--- src/rtl/mem_access_unit.sv ---
// mem_access_unit
// Memory stage that follows the execute-stage ALU. It passes the ALU result
// through, or uses it as an effective address for byte/half/word loads and
// stores. Memory is reached over a single-outstanding request/grant port.
// Load data is aligned and extended, misaligned accesses raise an exception,
// and the result goes to write-back over a valid/ready handshake.
//
// Ports:
//   clk, resetn                        clock (rising edge), async active-low reset
//   in_valid/in_ready                  operation handshake from execute
//   in_alu_result, in_store_data       ALU result / effective address, store data
//   in_mem_op, in_rd                   operation code, destination register
//   mem_req/mem_gnt                    memory request handshake
//   mem_wr, mem_wstrb, mem_addr        store flag, byte strobes, word address
//   mem_wdata                          lane-replicated store data
//   mem_rvalid, mem_rdata              load response
//   out_valid/out_ready                result handshake to write-back
//   out_data, out_rd                   result value, destination register
//   out_exc, out_badaddr               misaligned exception, faulting address
module mem_access_unit #(
    parameter int ADDR_W = 32,
    parameter int DATA_W = 32,
    parameter int RD_W   = 5
) (
    input  logic              clk,
    input  logic              resetn,
    input  logic              in_valid,
    output logic              in_ready,
    input  logic [ADDR_W-1:0] in_alu_result,
    input  logic [DATA_W-1:0] in_store_data,
    input  logic [3:0]        in_mem_op,
    input  logic [RD_W-1:0]   in_rd,
    output logic              mem_req,
    output logic              mem_wr,
    output logic [3:0]        mem_wstrb,
    output logic [ADDR_W-1:0] mem_addr,
    output logic [DATA_W-1:0] mem_wdata,
    input  logic              mem_gnt,
    input  logic              mem_rvalid,
    input  logic [DATA_W-1:0] mem_rdata,
    output logic              out_valid,
    input  logic              out_ready,
    output logic [DATA_W-1:0] out_data,
    output logic [RD_W-1:0]   out_rd,
    output logic              out_exc,
    output logic [ADDR_W-1:0] out_badaddr
);

    typedef enum logic [1:0] {S_IDLE, S_REQ, S_WAIT, S_RESP} state_t;

    state_t            state_q, state_d;
    logic [3:0]        op_q, op_d;
    logic [1:0]        off_q, off_d;
    logic [RD_W-1:0]   rd_q, rd_d;
    logic              mem_wr_q, mem_wr_d;
    logic [3:0]        mem_wstrb_q, mem_wstrb_d;
    logic [ADDR_W-1:0] mem_addr_q, mem_addr_d;
    logic [DATA_W-1:0] mem_wdata_q, mem_wdata_d;
    logic [DATA_W-1:0] out_data_q, out_data_d;
    logic [RD_W-1:0]   out_rd_q, out_rd_d;
    logic              out_exc_q, out_exc_d;
    logic [ADDR_W-1:0] out_badaddr_q, out_badaddr_d;

    // Incoming operation decode. Codes 0001..0111 fall through as "none".
    logic is_load, is_store, is_half, is_word, misaligned, accept;
    assign is_load    = in_mem_op[3] && (in_mem_op[2:0] <= 3'd4);
    assign is_store   = in_mem_op[3] && (in_mem_op[2:0] >= 3'd5);
    assign is_half    = (in_mem_op == 4'b1010) || (in_mem_op == 4'b1011) ||
                        (in_mem_op == 4'b1110);
    assign is_word    = (in_mem_op == 4'b1100) || (in_mem_op == 4'b1111);
    assign misaligned = (is_half && in_alu_result[0]) ||
                        (is_word && (in_alu_result[1:0] != 2'b00));

    // in_ready is gated by resetn so every output reads 0 while in reset.
    assign in_ready = resetn &&
                      ((state_q == S_IDLE) || ((state_q == S_RESP) && out_ready));
    assign accept   = in_valid && in_ready;

    // Store lane formatting
    logic [3:0]        st_strb;
    logic [DATA_W-1:0] st_data;
    always_comb begin
        st_strb = 4'b1111;
        st_data = in_store_data;
        case (in_mem_op)
            4'b1101: begin
                st_strb = 4'b0001 << in_alu_result[1:0];
                st_data = {4{in_store_data[7:0]}};
            end
            4'b1110: begin
                st_strb = in_alu_result[1] ? 4'b1100 : 4'b0011;
                st_data = {2{in_store_data[15:0]}};
            end
            default: ;
        endcase
    end

    // Load lane extraction and extension from the latched op and offset
    logic [7:0]        ld_byte;
    logic [15:0]       ld_half;
    logic [DATA_W-1:0] ld_ext;
    always_comb begin
        ld_byte = mem_rdata[7:0];
        case (off_q)
            2'd1:    ld_byte = mem_rdata[15:8];
            2'd2:    ld_byte = mem_rdata[23:16];
            2'd3:    ld_byte = mem_rdata[31:24];
            default: ;
        endcase
        ld_half = off_q[1] ? mem_rdata[31:16] : mem_rdata[15:0];
        case (op_q)
            4'b1000: ld_ext = {{24{ld_byte[7]}}, ld_byte};
            4'b1001: ld_ext = {24'd0, ld_byte};
            4'b1010: ld_ext = {{16{ld_half[15]}}, ld_half};
            4'b1011: ld_ext = {16'd0, ld_half};
            default: ld_ext = mem_rdata;
        endcase
    end

    always_comb begin
        state_d       = state_q;
        op_d          = op_q;
        off_d         = off_q;
        rd_d          = rd_q;
        mem_wr_d      = mem_wr_q;
        mem_wstrb_d   = mem_wstrb_q;
        mem_addr_d    = mem_addr_q;
        mem_wdata_d   = mem_wdata_q;
        out_data_d    = out_data_q;
        out_rd_d      = out_rd_q;
        out_exc_d     = out_exc_q;
        out_badaddr_d = out_badaddr_q;

        case (state_q)
            S_REQ: begin
                if (mem_gnt) begin
                    if (mem_wr_q) begin
                        // Stores return nothing to write back
                        state_d       = S_RESP;
                        out_data_d    = '0;
                        out_rd_d      = '0;
                        out_exc_d     = 1'b0;
                        out_badaddr_d = '0;
                    end else begin
                        state_d = S_WAIT;
                    end
                end
            end
            S_WAIT: begin
                if (mem_rvalid) begin
                    state_d       = S_RESP;
                    out_data_d    = ld_ext;
                    out_rd_d      = rd_q;
                    out_exc_d     = 1'b0;
                    out_badaddr_d = '0;
                end
            end
            S_RESP: begin
                // Result consumed: clear it; a same-cycle accept overrides below
                if (out_ready) begin
                    state_d       = S_IDLE;
                    out_data_d    = '0;
                    out_rd_d      = '0;
                    out_exc_d     = 1'b0;
                    out_badaddr_d = '0;
                end
            end
            default: ;
        endcase

        // Accept is only possible from IDLE or a draining RESP, so launching
        // here gives back-to-back operation without a bubble.
        if (accept) begin
            if (!is_load && !is_store) begin
                state_d       = S_RESP;
                out_data_d    = in_alu_result;
                out_rd_d      = in_rd;
                out_exc_d     = 1'b0;
                out_badaddr_d = '0;
            end else if (misaligned) begin
                state_d       = S_RESP;
                out_data_d    = '0;
                out_rd_d      = '0;
                out_exc_d     = 1'b1;
                out_badaddr_d = in_alu_result;
            end else begin
                state_d     = S_REQ;
                op_d        = in_mem_op;
                off_d       = in_alu_result[1:0];
                rd_d        = in_rd;
                mem_wr_d    = is_store;
                mem_wstrb_d = is_store ? st_strb : 4'b0000;
                mem_addr_d  = {in_alu_result[ADDR_W-1:2], 2'b00};
                mem_wdata_d = is_store ? st_data : '0;
            end
        end
    end

    always_ff @(posedge clk or negedge resetn) begin
        if (!resetn) begin
            state_q       <= S_IDLE;
            op_q          <= '0;
            off_q         <= '0;
            rd_q          <= '0;
            mem_wr_q      <= 1'b0;
            mem_wstrb_q   <= '0;
            mem_addr_q    <= '0;
            mem_wdata_q   <= '0;
            out_data_q    <= '0;
            out_rd_q      <= '0;
            out_exc_q     <= 1'b0;
            out_badaddr_q <= '0;
        end else begin
            state_q       <= state_d;
            op_q          <= op_d;
            off_q         <= off_d;
            rd_q          <= rd_d;
            mem_wr_q      <= mem_wr_d;
            mem_wstrb_q   <= mem_wstrb_d;
            mem_addr_q    <= mem_addr_d;
            mem_wdata_q   <= mem_wdata_d;
            out_data_q    <= out_data_d;
            out_rd_q      <= out_rd_d;
            out_exc_q     <= out_exc_d;
            out_badaddr_q <= out_badaddr_d;
        end
    end

    assign mem_req     = (state_q == S_REQ);
    assign mem_wr      = mem_wr_q;
    assign mem_wstrb   = mem_wstrb_q;
    assign mem_addr    = mem_addr_q;
    assign mem_wdata   = mem_wdata_q;
    assign out_valid   = (state_q == S_RESP);
    assign out_data    = out_data_q;
    assign out_rd      = out_rd_q;
    assign out_exc     = out_exc_q;
    assign out_badaddr = out_badaddr_q;

endmodule

--- config.mk ---
export PLATFORM = sky130hd
export DESIGN_NAME = mem_access_unit
export DESIGN_NICKNAME = d
export VERILOG_FILES = /design/src/rtl/mem_access_unit.sv
export SDC_FILE = /design/constraint.sdc
export NUM_CORES = 1
export LEC_CHECK = 0
export ABC_AREA = 0
export BUFFER_PORTS_ARGS = -buffer_cell sky130_fd_sc_hd__buf_2
export CAP_MARGIN = 20
export CORE_MARGIN = 2
export CORE_UTILIZATION = 25
export CTS_CLUSTER_SIZE = 40
export DETAILED_ROUTE_END_ITERATION = 6
export HOLD_SLACK_MARGIN = 0.05
export PLACE_DENSITY_LB_ADDON = 0.15
export SLEW_MARGIN = 20
export SYNTH_ARGS = -nofsm -noshare
export SYNTH_HDL_FRONTEND = slang
export SYNTH_SLANG_ARGS = --single-unit
--- constraint.sdc ---
create_clock -name clk -period 2.45 [get_ports clk]
set_input_delay 0.1225 -clock clk [delete_from_list [all_inputs] [get_ports clk]]
set_output_delay 0.1225 -clock clk [all_outputs]
set_load 0.02 [all_outputs]
# Word-level counts from Yosys, hierarchy flattened
# Cells that the tools add are included.
[totals]
regBits = 150
latchBits = 0
ramBits = 0
romBits = 0
in_bits = 111
output_inout_bits = 142
elab_cells = 104
mem_count = 0
[classes]
n_addsub = 0
multipliers = 0
div = 0
magnitude_cmp = 2
n_eq_ne = 19
shifts = 1
mux = 48
bitwise_logic = 2
n_reduce_logical = 20
[op_table]
columns = ["op", "count"]
rows = [
  ["two-way mux 32 bit", 15],
  ["case mux 32 bit (3 select lines)", 2],
  ["case mux 32 bit (4 select lines)", 1],
  ["case mux 32 bit (2 select lines)", 1],
  ["== test 4 bit (second input constant)", 10],
  ["two-way mux 5 bit", 7],
  ["case mux 8 bit (3 select lines)", 1],
  ["two-way mux 16 bit", 1],
  ["case mux 5 bit (3 select lines)", 1],
  ["two-way mux 2 bit", 6],
  ["== test 2 bit (second input constant)", 4],
  ["logical AND 1 bit", 8],
  ["two-way mux 1 bit", 8],
  ["two-way mux 4 bit", 2],
  ["case mux 4 bit (2 select lines)", 1],
  ["!= test 3 x 1 -> 1 bit (second input constant)", 2],
  ["case mux 2 bit (3 select lines)", 1],
  ["logical OR 1 bit", 5],
  ["== test 2 x 1 -> 1 bit (second input constant)", 2],
  ["AND reduction 4 bit", 1],
  ["nonzero test 4 bit", 1],
  ["<< shifter 1 x 2 -> 4 bit (first input constant)", 1],
  ["greater-or-equal comparator 3 bit (second input constant)", 1],
  ["less-or-equal comparator 3 bit (second input constant)", 1],
  ["7 further kinds", 9],
]

# Longest topological paths before layout
[logic_depth]
word_depth = 8
mapped_depth = 9
ltp_nobuf = 5

# Least setup slack after synthesis
# OpenSTA, ideal clock, no wires.
[synth_path]
path_type = "register to register"
start = "reg state_q[1]"
end = "reg out_data_q[6], in the netlist out_data[6]"
setup_ps = 126
arrival_time_ps = 1862
required_time_ps = 2324
path_slack_ps = 462
stages_incl_launch_ff = 8
n_path_buf = 3
period_less_slack_ps = 1988
path_cell_list = "dfrtp_1 buf_2 nor2b_1 a311oi_4 nor2b_1 buf_4 buf_6 a221o_1"
[synth_via]
word_cells_on_any_way = 12
classes_between = "eq/ne (3); mux (4); reduce/logical (5)"
[synth_rtl]
columns = ["item", "line_no", "text"]
rows = [
  ["from (decl)", "51", "state_t state_q, state_d;"],
  ["from (signal assigned)", "214", "state_q <= state_d;"],
  ["== test 2 x 1 -> 1 bit *", "--", ""],
  ["via mem_req", "33", "output logic mem_req,"],
  ["case mux 32 bit (3 select lines) *", "134", "case (state_q)"],
  ["two-way mux 32 bit", "180", "end else if (misaligned) begin"],
  ["two-way mux 32 bit", "174", "if (!is_load && !is_store) begin"],
  ["two-way mux 32 bit *", "173", "if (accept) begin"],
  ["via out_data_d[6]", "59", "logic [DATA_W-1:0] out_data_q, out_data_d;"],
  ["to (signal assigned)", "222", "out_data_q <= out_data_d;"],
  ["to (decl)", "59", ""],
]
# The timed path passes the listed nets; every way through them passes the cells marked *.
# A chain may end at the register's enable or synchronous reset.

# Worst setup path after layout
[layout_path]
start = "in in_mem_op[0]"
end = "reg mem_wdata_q[8], in the netlist mem_wdata[8]"
[layout_via]
elab_chain_cells = 7
word_cells_on_any_way = 24
classes_between = "order compare (2); eq/ne (6); mux (2); bitwise (2); reduce/logical (12)"
[layout_lines]
columns = ["item", "line_no", "text"]
rows = [
  ["from (decl)", "31", "input logic [3:0] in_mem_op,"],
  ["branches (longest 7 deep; another with less-or-equal comparator 3 bit)", "--", ""],
  ["to (signal assigned)", "221", "mem_wdata_q <= mem_wdata_d;"],
  ["to (decl)", "58", "logic [DATA_W-1:0] mem_wdata_q, mem_wdata_d;"],
]
# Several ways; the timed one is not identified.

==> results.txt <==
The run finished with clean final reports. The number of standard-cell rows in the floorplan was 61; the share of the synthesized area in compound gates (AO/OA/AOI/OAI) was 22.5%. The final worst clock skew came out at 0.0107 ns.

For this run, design rule violations remaining after detail routing come to 0. The tools report the number of setup violations in the final report as 0. The number of top-level pins is 253. The logs give 0 for the final count of pins violating max slew and 1327 for the final non-filler cell total.

Along the worst hold path, the cell count comes to 3. Data on the critical path arrives at its endpoint at 2.55 ns. The relative max-transition margin was 35.4%; the power density over the cells was 1130 nW/µm². Once layout is done, the placed cells without fillers occupy 10100 µm². The first TritonRoute pass finished after 4 iterations. Entering global routing, the biggest net connects 149 pins. Global-route wire length before repair: 37.5 mm.

The routed wire length per instance is 18.6 µm. The final-report hold violation count is 0. Counting flops with an async set or reset pin after synthesis yields a share of 100%.

The final critical path takes up 90.4% of the cycle. The total vias in the final route was 5986. At the later pin of the worst-skew pair, clock insertion delay measures 0.43 ns.

Input and output buffers added on the ports amount to 250. Gates resized during post-CTS repair numbered 0. Summing all placed instances gives a cell area of 8660 µm². In the post-synthesis netlist, the biggest area contributors are sky130_fd_sc_hd__dfrtp_1 (54%), sky130_fd_sc_hd__mux2_4 (8.2%), sky130_fd_sc_hd__a22o_1 (6.2%), sky130_fd_sc_hd__a22oi_1 (3.0%), sky130_fd_sc_hd__o21ai_0 (2.9%). The number of cells on the worst reg-to-reg path is 5. The run gives 11.5 mW as the total power of the final layout.

The initial antenna violation count is 2. Setup repair after global routing left no endpoint under its margin. The final estimated routing congestion in global placement came out at 0.781. The fraction of layout instances using a drive strength above 1 came out at 38.4%. The clock drives 150 sinks. The total area inside the core boundary comes to 27600 µm². By area, the combinational part of the netlist is dominated by compound AO/OA/AOI/OAI gates. Per-cell via count in the routed design: 4.51. Measured along the x axis, the die boundary spans 171 µm. The run gives 0 as the total congestion overflow after global routing. Ranked by instance count, the synthesized netlist is headed by sky130_fd_sc_hd__dfrtp_1 (150), sky130_fd_sc_hd__a22o_1 (49), sky130_fd_sc_hd__nand2_1 (47), sky130_fd_sc_hd__o21ai_0 (41), sky130_fd_sc_hd__mux2_4 (38). Based on the critical path, the design can be clocked at up to 451 MHz. For this design the static power due to leakage is 5.16 nW. In this run, synthesis produced a sequential element count of 150. The tools report the filler cell count as 2797.

At the end of the flow the core is filled with cells to 36.7%. The count of flip-flops with a built-in enable after synthesis is 0. The most used flip-flop cell after synthesis is sky130_fd_sc_hd__dfrtp_1.

The layout-stage area growth over the synthesis result works out to 45.7%. The adder-cell share of the synthesized area works out to 0%. Clock transition at the registers of the reported paths: 0.06 ns. In the synthesized netlist, mux cells make up 10.3% of the area. Max-cap violations in this run came to 0. At the worst endpoint, the required time is 2.78 ns. The tools report the HPWL after detailed placement as 17.4 mm. The cell accounting for the most synthesized area was sky130_fd_sc_hd__dfrtp_1. The worst setup path is of the in -> reg kind. From bottom edge to top edge, the die measures 171 µm. Buffers added to address setup during post-CTS repair amount to 0.

The min-delay analysis places its worst path in the category in -> reg. The critical path launch point type is a primary input. For the pin with the worst max-slew slack, the measured transition is 0.968 ns. Averaged over all synthesized cells, the footprint is 11.7 µm².

The worst setup path is captured at a flop. By instance count, the leading cell after synthesis is sky130_fd_sc_hd__dfrtp_1. During synthesis, Yosys emitted a total of 0 warnings.

The total die area is 29200 µm², and the starting density of the core is 25.2%. Along the worst path, the maximum fanout reaches 10. Yosys mapped the design onto 52 distinct sky130hd cell types. The detailed router finished its first iteration with 348 violations.

The worst path in the final design needs a cycle of 2.21 ns, including I/O delays and setup. In this run the remaining antenna-violating nets after routing total 0. The number of placed instances, taps included, is 1200. At the end of the flow, the number of nets in the layout was 1041. The logs give 0 ns for the setup TNS and 2 for the maximum clock insertion buffer count. In this run the cell area of the synthesized design comes to 6960 µm².

The share of the synthesized area in the top cell type is 53.9%. The portion of the post-synthesis area used by sequential elements came out at 53.9%. The final layout contains routed wiring with a total length of 24.7 mm. For this run, the total global-route usage over all layers was measured as 17.0%.

The synthesized netlist devotes 0.126% of its cell area to XOR and XNOR gates. Hold repair after CTS inserted 89 buffers. The H-tree was split into 4 levels. TritonCTS built the clock tree. The number of global-route vias before repair came out at 6167. The post-synthesis simple-gate area fraction works out to 8.11%. The logs give 0.492 mV for the largest voltage drop on the vdd net and 17 for the number of clock buffers inserted by TritonCTS.

The run gives 595 as the cell count after synthesis. In this run the clock root is driven by a sky130_fd_sc_hd__clkbuf_16.
==> worst max-delay path, stage by stage <==
cell and delay, ns:
sky130_fd_sc_hd__dlygate4sd3_1 0.54, sky130_fd_sc_hd__buf_2 0.18, sky130_fd_sc_hd__nor2b_1 0.17, sky130_fd_sc_hd__and3_1 0.32
sky130_fd_sc_hd__nor2_1 0.54, sky130_fd_sc_hd__buf_4 0.31, sky130_fd_sc_hd__o21ai_0 0.14, sky130_fd_sc_hd__o21ai_0 0.21
==> final timing paths <==
path                               from            to  slack, ns
max                        in_mem_op[0]  mem_wdata[8]       0.24
min                        mem_rdata[6]   out_data[6]       0.07
max reg2reg                  state_q[1]  mem_addr[11]       0.32
min reg2reg                mem_wstrb[2]  mem_wstrb[2]       0.47
max in group asynchronous        resetn   out_data[6]       1.15
min in group asynchronous        resetn    state_q[1]       0.18
==> sequential cells by signal (all words and copies together), names as in the netlist, 4 cells and up <==
name,cells
mem_wdata,32
out_badaddr,32
out_data,32
mem_addr,30
out_rd,5
rd_q,5
mem_wstrb,4
op_q,4
==> placed cells by master (no fill, tap or decap), types with 10 or more instances in the layout <==
cell / Yosys / routed
sky130_fd_sc_hd__o21ai_1: 12 / 12
sky130_fd_sc_hd__a22oi_1: 28 / 28
sky130_fd_sc_hd__dlygate4sd3_1: 0 / 89
sky130_fd_sc_hd__o211ai_1: 17 / 17
sky130_fd_sc_hd__nand2b_1: 11 / 11
sky130_fd_sc_hd__buf_2: 9 / 249
sky130_fd_sc_hd__buf_4: 4 / 20
sky130_fd_sc_hd__mux2_4: 38 / 38
sky130_fd_sc_hd__inv_1: 18 / 18
sky130_fd_sc_hd__dfrtp_1: 150 / 150
sky130_fd_sc_hd__mux2i_1: 10 / 10
sky130_fd_sc_hd__a22o_1: 49 / 49
sky130_fd_sc_hd__nand2_1: 47 / 47
sky130_fd_sc_hd__clkbuf_16: 0 / 17
sky130_fd_sc_hd__o21ai_0: 41 / 41
sky130_fd_sc_hd__nor2_1: 29 / 28
==> cell type report <==
type	instances	area [µm²]	area share (%)
Antenna cell	6	15.0	0.148
Clock buffer	18	429	4.23
Timing Repair Buffer	363	2380	23.5
Tap cell	378	473	4.66
Inverter	18	67.6	0.666
Clock inverter	14	140	1.38
Sequential cell	150	3750	37.0
Multi-Input combinational cell	380	2880	28.4
==> routing by layer <==
metal	vias to the layer above	part of all wire (%)	global-route usage, %
li1	2886	-	-
met1	2872	46	22.9
met2	204	46	26.8
met3	24	6.6	4.51
met4	0	1.7	4.61
met5	-	0	0
==> power by group <==
part | internal [mW] | leakage (nW) | total [mW] | switching, mW
Combinational | 2.04 | 2.92 | 4.89 | 2.85
Sequential | 3.37 | 1.97 | 3.97 | 0.599
Clock | 1.43 | 0.269 | 2.60 | 1.17
==> through the flow <==
step	worst slack [ns]	hold slack [ns]
2_1_floorplan	0.462	-0.173
3_3_place_gp	0.352	-0.0730
3_5_place_dp	0.324	-0.0735
4_1_cts	0.255	0.0561
5_1_grt	0.0593	0.0800
6_report	0.235	0.0720
==> cell families (layout without fill, tap and decap cells) <==
kind of cell           Yosys count  after routing
AO/OA/AOI/OAI                  207            207
XOR/XNOR                         1              1
buffers and inverters           66            413
flip-flops                     150            150
multiplexers                    51             51
other                            1              8
AND/OR/NAND/NOR                119            119
Note: power is estimated with default switching activity, not from simulation.
